`src/rtl/latch_bank_sequencer.sv`:
```
// latch_bank_sequencer: round-robin write sequencer for a shared-bus D-latch register bank (optional LATCH_READBACK_EN adds a post-write verify)
module latch_bank_sequencer #(
   parameter int NREQ = 2,
   parameter int WIDTH = 8,
   parameter int NREG = 4,
   parameter int EN_CYCLES = 1,
   localparam int AW = NREG > 1 ? $clog2(NREG) : 1,
   localparam int GW = $clog2(NREQ)
) (
   input logic clk,
   input logic rst_n,
   input logic [NREQ-1:0] req,
   input logic [NREQ*AW-1:0] req_addr,
   input logic [NREQ*WIDTH-1:0] req_data,
`ifdef LATCH_READBACK_EN
   input logic [WIDTH-1:0] latch_q,
   output logic wr_err,
`endif
   output logic [NREQ-1:0] ack,
   output logic busy,
   output logic [GW-1:0] grant_id,
   output logic [WIDTH-1:0] latch_d,
   output logic [NREG-1:0] latch_c
);
`ifdef LATCH_READBACK_EN
   typedef enum logic [2:0] {IDLE, SETUP, ENABLE, HOLD, VERIFY, DONE} state_t;
`else
   typedef enum logic [2:0] {IDLE, SETUP, ENABLE, HOLD, DONE} state_t;
`endif
   state_t state, nxt;
   logic [GW-1:0] ptr, gnt, j;
   logic [AW-1:0] addr_q;
   logic [3:0] cnt;
   assign busy = state != IDLE;
   // pick the first requester at or after the pointer and decode the next state
   always_comb begin
      gnt = ptr;
      j = ptr;
      for (int i = NREQ - 1; i >= 0; i--) begin
         j = GW'((int'(ptr) + i) % NREQ);
         if (req[j]) gnt = j;
      end
      nxt = state;
      case (state)
         IDLE: nxt = |req ? SETUP : IDLE;
         SETUP: nxt = ENABLE;
         ENABLE: nxt = cnt == 4'd0 ? HOLD : ENABLE;
`ifdef LATCH_READBACK_EN
         HOLD: nxt = VERIFY;
         VERIFY: nxt = DONE;
`else
         HOLD: nxt = DONE;
`endif
         default: nxt = IDLE;
      endcase
   end
   // state, pointer, captured transaction and registered latch/ack outputs
   always_ff @(posedge clk) begin
      if (!rst_n) begin
         state <= IDLE;
         ptr <= '0;
         grant_id <= '0;
         addr_q <= '0;
         cnt <= 4'd0;
         latch_d <= '0;
         latch_c <= '0;
         ack <= '0;
      end else begin
         state <= nxt;
         if (state == IDLE && |req) begin
            grant_id <= gnt;
            addr_q <= req_addr[gnt*AW +: AW];
            latch_d <= req_data[gnt*WIDTH +: WIDTH];
         end
         if (state == SETUP) cnt <= 4'(EN_CYCLES - 1);
         else if (state == ENABLE && cnt != 4'd0) cnt <= cnt - 4'd1;
         latch_c <= (nxt == ENABLE && int'(addr_q) < NREG) ? NREG'(1) << addr_q : '0;
         ack <= nxt == DONE ? NREQ'(1) << grant_id : '0;
         if (state == DONE) ptr <= grant_id == GW'(NREQ - 1) ? '0 : grant_id + 1'b1;
      end
   end
`ifdef LATCH_READBACK_EN
   // flag a readback mismatch so it lands in the same cycle as the ack
   always_ff @(posedge clk) begin
      if (!rst_n) wr_err <= 1'b0;
      else wr_err <= state == VERIFY && latch_q != latch_d;
   end
`endif
endmodule
```
`config.mk`:
```
export PLATFORM = sky130hd
export DESIGN_NAME = latch_bank_sequencer
export DESIGN_NICKNAME = d
export VERILOG_FILES = /design/src/rtl/latch_bank_sequencer.sv
export SDC_FILE = /design/constraint.sdc
export NUM_CORES = 1
export LEC_CHECK = 0
export ABC_AREA = 1
export CAP_MARGIN = 20
export CORE_AREA = 2 2 63 50
export CTS_CLUSTER_SIZE = 24
export DETAILED_ROUTE_END_ITERATION = 8
export DIE_AREA = 0 0 65 52
export GPL_TIMING_DRIVEN = 1
export HOLD_SLACK_MARGIN = 0.06
export PLACE_DENSITY_LB_ADDON = 0.25
export SYNTH_ARGS = -nofsm -noshare
export SYNTH_HDL_FRONTEND = slang
export SYNTH_SLANG_ARGS = --single-unit
```
`constraint.sdc`:
```
create_clock -name clk -period 1.3 [get_ports clk]
set_input_delay 0.39 -clock clk [delete_from_list [all_inputs] [get_ports clk]]
set_output_delay 0.39 -clock clk [all_outputs]
set_load 0.01 [all_outputs]
```
==> reports/metrics.cfg <==
[outcome]
outcome=completed

[yosys]
synth.top_cell.area_share=0.431
syn-instance-count=159
netlist_top_cells_count=nand2_1 (45), dfxtp_1 (25), inv_1 (25), nor2_1 (15), nand3_1 (12)
synth.most_common_cell=nand2_1
avgSynthCellArea_um2=7.30
synth_area_um2=1160
yosysSeqAreaShare=0.431
synthArstFlopShare=0
syn_nets=185
yosys-top-cells-area=dfxtp_1 (43%), nand2_1 (15%), inv_1 (8.1%)
synth_edf_count=0
yosysWarnings=0
synthFlopType=dfxtp_1
synth_seq_cells=25
yosysTopAreaCell=dfxtp_1
synth_cell_type_count=23

[sta]
finalCriticalPeriod_ns=1.28
hold_violations=0
rsz0062_at_grt=yes
clock_skew_ns=0.00179
final_max_slew_viol_count=0
relSlewSlack=0.816
setup_violations=0
worst_slew_pin_slew_ns=0.275
setup_tns_ns=0
fmax_mhz=778
finalCritPeriodShare=0.988

[critical_path]
crit_chain=nor2_2, nand2_2, buf_2
critPathCaptureType=output pin
required_ns=0.91
crit_arrival_ns=0.89
path_max_fanout=2
max_stage_delay_ns=0.33
crit_path_top_delay_cell=dfxtp_2
crit_type=reg -> out
cp.buffers_inverters=1
path_delay_family=flip-flops
worstSetupStartpointType=register

[cts]
cts_tree=done
cts_buffers=3
cts.reportedPaths.clkPinSlew_ns=0.08
worstSkewPairLatency_ns=0.27
root_buffer=clkbuf_8
cts_max_path_buffers=2
h-tree-depth=1
clock_sinks=25

[cells_and_area]
design_area_um2=1850
fin_cells=254
drive_gt1_frac=0.245
regArea_um2=507
multi_input_area_um2=617
post-route-util=0.664
final_nets=243
area_growth_pct=59.3
n_fill_cell=252
diodes=0

[placement]
placed_area_um2=1670
placed_cells=245
routabilityCongestion=0.769
place_hpwl_mm=2.09
io_buffer_count=39

[detailed_routing]
wl_met2_mm=1.59
firstDrtPassIters=4
wl_per_cell_um=12.2
top_layer=met4
vias=1211
wl_met3_um=196
m1WireLength_mm=1.27
remaining_drc_errors=0
viasPerCell=4.77
ant_nets=0
routed_wl_mm=3.09
drt_iter0_drc=48

[run]
drv_cap=0

[power_and_ir_drop]
power_density_nw_per_um2=1170
power_uw=2160
ir_drop_v=0.000803
p_leak_uw=0.000889

[floorplan]
core_um2=2790
die_width_um=65
rows=17
dieArea_um2=3380
initial_core_util=0.417
dieHeight_um=52
boundaryPins=40

[global_route]
grt_max_degree=17
overflow=0
antenna_found_initial=0
grt_use_total=0.177
grt_pass1_wl_mm=4.51
grt_pass1_vias=1060

[hold_path]
min_path_type=reg -> reg

==> metal layers <==
metal  global-route usage  up-vias
li1                     -      613
met1                0.199      548
met2                0.313       46
met3               0.0519        4
met4               0.0780        0
met5                    0        -
==> cell type report <==
class,instances,share of cell area
multi-input combinational,106,0.334
sequential,25,0.274
timing repair buffer,56,0.291
inverter,25,0.0507
tap,38,0.0257
clock buffer,3,0.0223
clock inverter,1,0.00271
==> final timing paths <==
| kind | from | endpoint | slack (ns) | cells past startpoint |
|---|---|---|---|---|
| min reg2reg | addr_q[0] | latch_c[2] | 0.44 | 1 |
| max reg2reg | state[1] | latch_d[7] | 0.05 | 8 |
| max | state[1] | busy | 0.02 | 3 |
| min | addr_q[0] | latch_c[2] | 0.44 | 1 |
==> report_power, final <==
part | leakage (µW) | switching (µW) | internal (µW)
sequential | 0.000207 | 49.5 | 856
clock | 0.0000255 | 238 | 214
combinational | 0.000657 | 394 | 404
==> state kept, by name, indices dropped and copies added (netlist names) <==
signal,count
ack,2
cnt,4
addr_q,2
latch_d,8
state,3
ptr,1
latch_c,4
grant_id,1
==> kinds of logic after synthesis <==
group | count (synthesis) | share of synthesized area
flops | 25 | 0.431
fa+ha+maj | 2 | 0.0215
buf+inv | 29 | 0.116
simple gates | 82 | 0.307
compound gates | 21 | 0.124
==> cell usage in the layout, fill, tap and decap left out, types with 2 or more instances in the layout <==
cell              n
buf_4            13
nand3_1           7
nor2_1           10
a21oi_1           6
o21ai_2           2
nor2_2            5
dlygate4sd2_1     8
o21ai_0           2
dfxtp_2           5
clkdlybuf4s15_1   7
dfxtp_1          20
nand3b_1          2
nand2_1          43
clkbuf_8          3
o21a_1            8
ha_1              2
inv_1            23
nand2_2           3
inv_2             2
nand3_2           5
nor2_4            3
buf_6             2
clkdlybuf4s50_1  21
nor3_1            2
a21oi_4           3
==> stage by stage <==
stage	hold slack, ns	setup WS (ns)
after detailed placement	0.427	-0.397
after floorplan	0.414	0.200
after global routing	0.457	-0.0502
after global placement	0.425	-0.347
after CTS	0.440	0.00163
final	0.436	0.0151
==> timing repair <==
item | in CTS | in global routing
gates cloned | 1 | 2
setup endpoints to repair | 31 | 25
gates resized for setup | 27 | 33
buffers inserted | 1 | 1
hold buffers | 0 | 0
pin swaps | 2 | 13
(Power assumes the default switching activity.)
